File: config.mk
export PLATFORM = sky130hd
export DESIGN_NAME = link_frame_ctrl_flat
export DESIGN_NICKNAME = d
export VERILOG_FILES = /design/src/rtl/link_frame_ctrl_if.sv /design/src/rtl/link_frame_ctrl.sv /design/src/flat_wrapper.sv
export SDC_FILE = /design/constraint.sdc
export NUM_CORES = 1
export LEC_CHECK = 0
export ABC_CLOCK_PERIOD_IN_PS = 2250
export BUFFER_PORTS_ARGS = -buffer_cell sky130_fd_sc_hd__buf_4
export CORE_UTILIZATION = 57
export DETAILED_ROUTE_END_ITERATION = 10
export GPL_TIMING_DRIVEN = 0
export MAX_ROUTING_LAYER = met4
export PLACE_DENSITY = 0.74
export SYNTH_ARGS = -nofsm -noshare
export SYNTH_HDL_FRONTEND = slang
export SYNTH_SLANG_ARGS = --single-unit
File: constraint.sdc
create_clock -name clock -period 2.25 [get_ports clock]
set_input_delay 0.45 -clock clock [delete_from_list [all_inputs] [get_ports clock]]
set_output_delay 0.45 -clock clock [all_outputs]
set_load 0.005 [all_outputs]
File: src/rtl/link_frame_ctrl_if.sv
// Bundle between the frame sequencer and its environment.
// Handshake: each strobe is held for as long as the sequencer sits in the matching phase. A drawer finishes by
// raising its done (either a one-cycle pulse or a held level), and the sequencer samples that done only in its own phase.
interface link_frame_ctrl_if;
  logic       start;
  logic [2:0] user_input;
  logic       map_draw_done;
  logic       char_draw_done;
  logic       init;
  logic       idle;
  logic       apply_action;
  logic       draw_map;
  logic       draw_char;
  logic [2:0] action_code;
  logic       vga_sel;
  logic [7:0] frame_count;
  logic       timeout_err;
  logic       frame_overrun;
  logic [2:0] state_dbg;

  modport master (
    input  start, user_input, map_draw_done, char_draw_done,
    output init, idle, apply_action, draw_map, draw_char,
    output action_code, vga_sel, frame_count, timeout_err, frame_overrun, state_dbg
  );

  modport slave (
    output start, user_input, map_draw_done, char_draw_done,
    input  init, idle, apply_action, draw_map, draw_char,
    input  action_code, vga_sel, frame_count, timeout_err, frame_overrun, state_dbg
  );
endinterface

File: src/rtl/link_frame_ctrl.sv
// Per-frame sequencer: paces the game from a free-running frame divider, strobes the character/map phases,
// owns the VGA port select and aborts hung drawers with a watchdog.
module link_frame_ctrl #(
  parameter int FRAME_DIV    = 833333,
  parameter int ACTION_DIV   = 4,
  parameter int DRAW_TIMEOUT = 65535
) (
  input  logic              clock,
  input  logic              reset,
  link_frame_ctrl_if.master bus
);
  localparam int DIV_W = (FRAME_DIV > 1) ? $clog2(FRAME_DIV) : 1;
  localparam int WD_W  = (DRAW_TIMEOUT > 1) ? $clog2(DRAW_TIMEOUT) : 1;
  localparam int ACT_W = (ACTION_DIV > 1) ? $clog2(ACTION_DIV) : 1;
  localparam logic [DIV_W-1:0] DIV_MAX = DIV_W'(FRAME_DIV - 1);
  localparam logic [WD_W-1:0]  WD_MAX  = WD_W'(DRAW_TIMEOUT - 1);
  localparam logic [ACT_W-1:0] ACT_MAX = ACT_W'(ACTION_DIV - 1);

  // Encoding is visible on state_dbg; S_RESET must stay 0.
  typedef enum logic [2:0] {
    S_RESET     = 3'd0,
    S_INIT      = 3'd1,
    S_IDLE      = 3'd2,
    S_ACTION    = 3'd3,
    S_DRAW_MAP  = 3'd4,
    S_DRAW_CHAR = 3'd5
  } state_t;

  state_t           state_q, state_d;
  logic [DIV_W-1:0] div_q, div_d;
  logic [WD_W-1:0]  wd_q, wd_d;
  logic [ACT_W-1:0] act_q, act_d;
  logic             pend_q, pend_d;
  logic [2:0]       code_q, code_d;
  logic [7:0]       fc_q, fc_d;
  logic             terr_q, terr_d;
  logic             ovr_q, ovr_d;
  logic             tick, service, in_draw, wd_expired;

  always_ff @(posedge clock) begin
    if (reset) begin
      state_q <= S_RESET;
      div_q   <= '0;
      wd_q    <= '0;
      act_q   <= '0;
      pend_q  <= 1'b0;
      code_q  <= 3'b000;
      fc_q    <= 8'd0;
      terr_q  <= 1'b0;
      ovr_q   <= 1'b0;
    end else begin
      state_q <= state_d;
      div_q   <= div_d;
      wd_q    <= wd_d;
      act_q   <= act_d;
      pend_q  <= pend_d;
      code_q  <= code_d;
      fc_q    <= fc_d;
      terr_q  <= terr_d;
      ovr_q   <= ovr_d;
    end
  end

  always_comb begin
    tick       = (div_q == DIV_MAX);
    div_d      = tick ? '0 : div_q + 1'b1;
    service    = (state_q == S_IDLE) && (pend_q || tick);
    in_draw    = (state_q == S_DRAW_MAP) || (state_q == S_DRAW_CHAR);
    wd_expired = in_draw && (wd_q == WD_MAX);
    state_d    = state_q;
    act_d      = act_q;
    code_d     = code_q;
    fc_d       = fc_q;
    terr_d     = terr_q;
    ovr_d      = ovr_q || (tick && pend_q && (state_q != S_IDLE));
    // A tick landing on the idle exit is absorbed by that exit rather than queued.
    if (service)   pend_d = 1'b0;
    else if (tick) pend_d = 1'b1;
    else           pend_d = pend_q;

    unique case (state_q)
      S_RESET: if (bus.start) state_d = S_INIT;
      S_INIT: begin
        fc_d    = 8'd0;
        act_d   = '0;
        state_d = S_DRAW_MAP;
      end
      S_IDLE: if (service) begin
        fc_d    = fc_q + 8'd1;
        code_d  = bus.user_input;
        act_d   = (act_q == ACT_MAX) ? '0 : act_q + 1'b1;
        state_d = ((act_q == ACT_MAX) && (bus.user_input != 3'b000)) ? S_ACTION : S_DRAW_MAP;
      end
      S_ACTION: state_d = S_DRAW_MAP;
      S_DRAW_MAP: begin
        if (bus.map_draw_done) state_d = S_DRAW_CHAR;
        else if (wd_expired) begin
          terr_d  = 1'b1;
          state_d = S_IDLE;
        end
      end
      S_DRAW_CHAR: begin
        if (bus.char_draw_done) state_d = S_IDLE;
        else if (wd_expired) begin
          terr_d  = 1'b1;
          state_d = S_IDLE;
        end
      end
      default: state_d = S_RESET;
    endcase

    wd_d = (in_draw && (state_d == state_q)) ? wd_q + 1'b1 : '0;
  end

  always_comb begin
    bus.init          = (state_q == S_INIT);
    bus.idle          = (state_q == S_IDLE);
    bus.apply_action  = (state_q == S_ACTION);
    bus.draw_map      = (state_q == S_DRAW_MAP);
    bus.draw_char     = (state_q == S_DRAW_CHAR);
    bus.vga_sel       = (state_q == S_DRAW_CHAR);
    bus.action_code   = code_q;
    bus.frame_count   = fc_q;
    bus.timeout_err   = terr_q;
    bus.frame_overrun = ovr_q;
    bus.state_dbg     = state_q;
  end
endmodule

File: src/flat_wrapper.sv
// flat-port wrapper written by rule: the top's interface ports become plain ports
module link_frame_ctrl_flat 
#(
  parameter int FRAME_DIV    = 833333,
  parameter int ACTION_DIV   = 4,
  parameter int DRAW_TIMEOUT = 65535
)
  (clock, reset, bus_start, bus_user_input, bus_map_draw_done, bus_char_draw_done, bus_init, bus_idle, bus_apply_action, bus_draw_map, bus_draw_char, bus_action_code, bus_vga_sel, bus_frame_count, bus_timeout_err, bus_frame_overrun, bus_state_dbg);
  link_frame_ctrl_if bus_i ();
  input  logic clock;
  input  logic reset;
  input wire logic [$bits(bus_i.start)-1:0] bus_start;
  input wire logic [$bits(bus_i.user_input)-1:0] bus_user_input;
  input wire logic [$bits(bus_i.map_draw_done)-1:0] bus_map_draw_done;
  input wire logic [$bits(bus_i.char_draw_done)-1:0] bus_char_draw_done;
  output wire logic [$bits(bus_i.init)-1:0] bus_init;
  output wire logic [$bits(bus_i.idle)-1:0] bus_idle;
  output wire logic [$bits(bus_i.apply_action)-1:0] bus_apply_action;
  output wire logic [$bits(bus_i.draw_map)-1:0] bus_draw_map;
  output wire logic [$bits(bus_i.draw_char)-1:0] bus_draw_char;
  output wire logic [$bits(bus_i.action_code)-1:0] bus_action_code;
  output wire logic [$bits(bus_i.vga_sel)-1:0] bus_vga_sel;
  output wire logic [$bits(bus_i.frame_count)-1:0] bus_frame_count;
  output wire logic [$bits(bus_i.timeout_err)-1:0] bus_timeout_err;
  output wire logic [$bits(bus_i.frame_overrun)-1:0] bus_frame_overrun;
  output wire logic [$bits(bus_i.state_dbg)-1:0] bus_state_dbg;
  assign bus_i.start = bus_start;
  assign bus_i.user_input = bus_user_input;
  assign bus_i.map_draw_done = bus_map_draw_done;
  assign bus_i.char_draw_done = bus_char_draw_done;
  assign bus_init = bus_i.init;
  assign bus_idle = bus_i.idle;
  assign bus_apply_action = bus_i.apply_action;
  assign bus_draw_map = bus_i.draw_map;
  assign bus_draw_char = bus_i.draw_char;
  assign bus_action_code = bus_i.action_code;
  assign bus_vga_sel = bus_i.vga_sel;
  assign bus_frame_count = bus_i.frame_count;
  assign bus_timeout_err = bus_i.timeout_err;
  assign bus_frame_overrun = bus_i.frame_overrun;
  assign bus_state_dbg = bus_i.state_dbg;
  link_frame_ctrl #(.FRAME_DIV(FRAME_DIV), .ACTION_DIV(ACTION_DIV), .DRAW_TIMEOUT(DRAW_TIMEOUT)) u_core (.clock(clock), .reset(reset), .bus(bus_i));
endmodule
==> tab_implementation.tex <==
\begin{tabular}{lr}
\hline
Metric & Value \\
\hline
\multicolumn{2}{l}{\textbf{Worst setup path}} \\
\quad Startpoint types & register \\
\quad Sort of element at the end of the critical path & register \\
\quad FF-to-FF path depth & 9 \\
\quad Data required time at the worst endpoint & 2.50 ns \\
\quad Max Fanout on Critical Path & 10 \\
\quad WP data arrival & 2.24 ns \\
\quad Worst Setup Path Type & reg2reg \\
\multicolumn{2}{l}{\textbf{Detailed routing}} \\
\quad Number of optimization iterations in the first detailed-route pass & 4 \\
\quad Number of vias per cell after detailed routing & 5.471 \\
\quad Via count & 2068 \\
\quad Post-detailed-routing wire length & 4.845 mm \\
\quad Iteration-0 DRC Markers & 92 \\
\quad Antenna Violating Nets Remaining & 0 \\
\quad Routed wire per std cell & 12.82 um \\
\quad Final routed DRC violation total & 0 \\
\multicolumn{2}{l}{\textbf{Clock network}} \\
\quad Cell chosen for the clock root & sky130\_fd\_sc\_hd\_\_clkbuf\_8 \\
\quad Reg clk slew, reported paths & 0.09 ns \\
\quad Setup bufs post-CTS & 0 \\
\quad Post-CTS sizing & 0 \\
\quad \# clock sinks & 55 \\
\quad Number of CTS-inserted buffers & 5 \\
\quad Hold-fix buffers, CTS & 0 \\
\quad Clock latency of the later-clocked register in the worst-skew pair & 0.31 ns \\
\quad Number of levels the H-tree was split into & 2 \\
\quad Buffer depth of the longest clock path & 2 \\
\quad CTS tree & yes \\
\multicolumn{2}{l}{\textbf{Place}} \\
\quad Final estimated routing congestion in global placement & 0.8039 \\
\quad Worst slack after detailed placement & 0.2820 ns \\
\quad Post-detail-place hpwl & 3.544 mm \\
\quad Post-detailed-placement cell area & 2785 sq um \\
\quad Quantity of I/O buffers inserted on ports & 28 \\
\multicolumn{2}{l}{\textbf{GRT}} \\
\quad First-pass GRT wire length & 7.748 mm \\
\quad Global Route Usage Sum & 0.2266 \\
\quad Initial antenna violation count & 0 \\
\quad Grt met1 use & 0.2694 \\
\quad GR met3 Demand/Resource & 0.03667 \\
\quad Via count of the first global-routing pass & 1856 \\
\quad Total global routing overflow & 0 \\
\quad GR Util met2 & 0.3811 \\
\quad Pin count of the biggest net entering global routing & 17 \\
\quad Most utilized layer in the global route result & met2 \\
\multicolumn{2}{l}{\textbf{Timing}} \\
\quad Unrepaired setup endpoints after global routing & false \\
\quad Final worst path period need & 1.996 ns \\
\quad Transition at the pin with the smallest max-transition slack & 0.6528 ns \\
\quad Setup total negative slack & 0 ns \\
\quad Final worst-path cycle share & 0.8871 \\
\quad Minimum setup slack in the final design & 0.2541 ns \\
\quad Final setup violation count & 0 \\
\quad Number of slew-limit violations in the final report & 0 \\
\quad Final hold violation count & 0 \\
\quad Max-slew headroom at the worst pin & 0.5648 \\
\quad Upper clock frequency limit & 501.0 MHz \\
\quad Max Clock Skew & 0.006600 ns \\
\multicolumn{2}{l}{\textbf{Finish}} \\
\quad Final Net Count & 341 \\
\quad Area growth, synth to finish & 15.54\% \\
\quad ANT cells & 0 \\
\quad Fraction of final layout cells with drive strength greater than 1 & 0.1616 \\
\quad Commonest non-fill, non-tap cell in the layout & sky130\_fd\_sc\_hd\_\_nor2\_1 \\
\quad Area of all placed cells without fillers & 2903 sq um \\
\quad Most used cells in the layout excluding fill and tap cells & sky130\_fd\_sc\_hd\_\_nor2\_1, sky130\_fd\_sc\_hd\_\_dfxtp\_1, sky130\_fd\_sc\_hd\_\_buf\_4 \\
\multicolumn{2}{l}{\textbf{Floorplanning}} \\
\quad Initial core utilization & 0.6105 \\
\quad Height of the die & 68.39 um \\
\quad DIE WIDTH & 68.39 um \\
\quad I/O pin cnt & 30 \\
\quad Number of standard-cell rows in the floorplan & 23 \\
\quad Floorplan Core Area & 4115 sq um \\
\quad DIE AREA & 4677 sq um \\
\multicolumn{2}{l}{\textbf{Yosys}} \\
\quad Top flip-flop cell by instance count after synthesis & sky130\_fd\_sc\_hd\_\_dfxtp\_1 \\
\quad Post-synth ARST share & 0 \\
\quad Count of flip-flops with a built-in enable after synthesis & 0 \\
\quad Synth Warn \# & 0 \\
\quad Cell type with the highest aggregate area in the netlist & sky130\_fd\_sc\_hd\_\_dfxtp\_1 \\
\quad Post-Syn Instances & 292 \\
\quad Post-synth top area share & 0.4382 \\
\quad Cell types occupying the most area after synthesis & sky130\_fd\_sc\_hd\_\_dfxtp\_1, sky130\_fd\_sc\_hd\_\_nor2\_1, sky130\_fd\_sc\_hd\_\_xor2\_1 \\
\quad Avg Cell Area, Syn & 8.604 sq um \\
\quad Number of nets produced by synthesis & 306 \\
\quad Portion of the post-synthesis area used by sequential elements & 0.4382 \\
\quad Area of the mapped netlist & 2512 sq um \\
\quad Flop and latch count out of synthesis & 55 \\
\quad Library cells used by synthesis & 43 \\
\multicolumn{2}{l}{\textbf{Min path}} \\
\quad Worst min path class & in2reg \\
\quad Worst hold stages & 3 \\
\multicolumn{2}{l}{\textbf{Flow run}} \\
\quad Maxcap violations & 0 \\
\multicolumn{2}{l}{\textbf{Pwr}} \\
\quad Maximum ir drop on the vdd rail & 0.3963 mV \\
\quad Leakage power summed over all cells & 1.068 nW \\
\quad Total power per unit cell area & 614.8 nW/um\^{}2 \\
\multicolumn{2}{l}{\textbf{Outcome}} \\
\quad Outcome & finished clean \\
\hline
\end{tabular}
==> where the power goes <==
part,switching (mW),internal [mW]
Sequential,0.0146,0.983
Clock,0.312,0.360
Combinational,0.0646,0.0496
Total,0.392,1.39
==> sequential cells by signal (all words and copies together), names as in the netlist <==
name	cells
u_core.div_q	20
u_core.wd_q	16
u_core.bus.frame_count	8
u_core.bus.action_code	3
u_core.bus.state_dbg	3
u_core.act_q	2
u_core.bus.frame_overrun	1
u_core.bus.timeout_err	1
u_core.pend_q	1
==> cells in the mapped netlist, drive strengths merged, types with 6 or more instances <==
| cell | count |
|---|---|
| nand3 | 17 |
| xor2 | 19 |
| inv | 8 |
| o21ai | 7 |
| xnor2 | 17 |
| nor3 | 7 |
| a21oi | 18 |
| nand2 | 18 |
| nand4 | 13 |
| nor2 | 62 |
| ha | 6 |
| dfxtp | 55 |
==> logic make-up (layout without fill, tap and decap cells) <==
logic type | count (synthesis) | in the layout | share of synthesized area
AND/OR/NAND/NOR | 139 | 139 | 0.2739
flip-flops | 55 | 55 | 0.4382
AO/OA/AOI/OAI | 39 | 39 | 0.09910
XOR/XNOR | 36 | 36 | 0.1255
buffers and inverters | 16 | 52 | 0.02938
adder cells (fa/ha/maj) | 6 | 6 | 0.02988
multiplexers | 1 | 1 | 0.003984
==> worst max-delay path, cell delays in order, from the launching register on <==
cell and delay [ns]:
sky130_fd_sc_hd__dfxtp_1 0.40, sky130_fd_sc_hd__inv_1 0.06, sky130_fd_sc_hd__ha_1 0.21, sky130_fd_sc_hd__nand3_1 0.13, sky130_fd_sc_hd__nor4_4 0.07, sky130_fd_sc_hd__a21o_4 0.23
sky130_fd_sc_hd__a31oi_1 0.25, sky130_fd_sc_hd__nand4_2 0.26, sky130_fd_sc_hd__buf_6 0.23, sky130_fd_sc_hd__nor2_1 0.10
==> through the flow <==
stage                     hold slack [ns]  utilization  instances  power, mW
after floorplan                    0.4296            -        292      1.088
after global placement             0.4431       0.6768        370      1.133
after detailed placement           0.4532       0.6768        370      1.135
after CTS                          0.3933       0.7054        378      1.798
after global routing               0.3985       0.7054        378      1.848
final                              0.3974       0.7054        378      1.785
==> metal layers <==
layer / part of all wire / wire, um
met5: 0 / 0
met4: 0.0099 / 48
met3: 0.029 / 139
met2: 0.47 / 2272
met1: 0.49 / 2384
==> area by class of cell <==
| cell class | count | area, sq um |
|---|---|---|
| Inverter | 8 | 30.03 |
| Timing Repair Buffer | 28 | 210.2 |
| Sequential cell | 55 | 1101 |
| Multi-Input combinational cell | 221 | 1338 |
| Clock buffer | 6 | 82.58 |
| Fill cell | 360 | 1212 |
| Tap cell | 50 | 62.56 |
| Clock inverter | 2 | 35.03 |
| Buffer | 8 | 43.79 |
==> final timing paths <==
check / startpoint / end / slack (ns)
hold / removal: bus_user_input[1] / u_core.bus.action_code[1] / 0.40
setup reg to reg: u_core.div_q[0] / u_core.wd_q[8] / 0.25
hold reg to reg: u_core.act_q[1] / u_core.act_q[1] / 0.47
setup / recovery: u_core.div_q[0] / u_core.wd_q[8] / 0.25
Note: power is estimated with default switching activity, not from simulation.
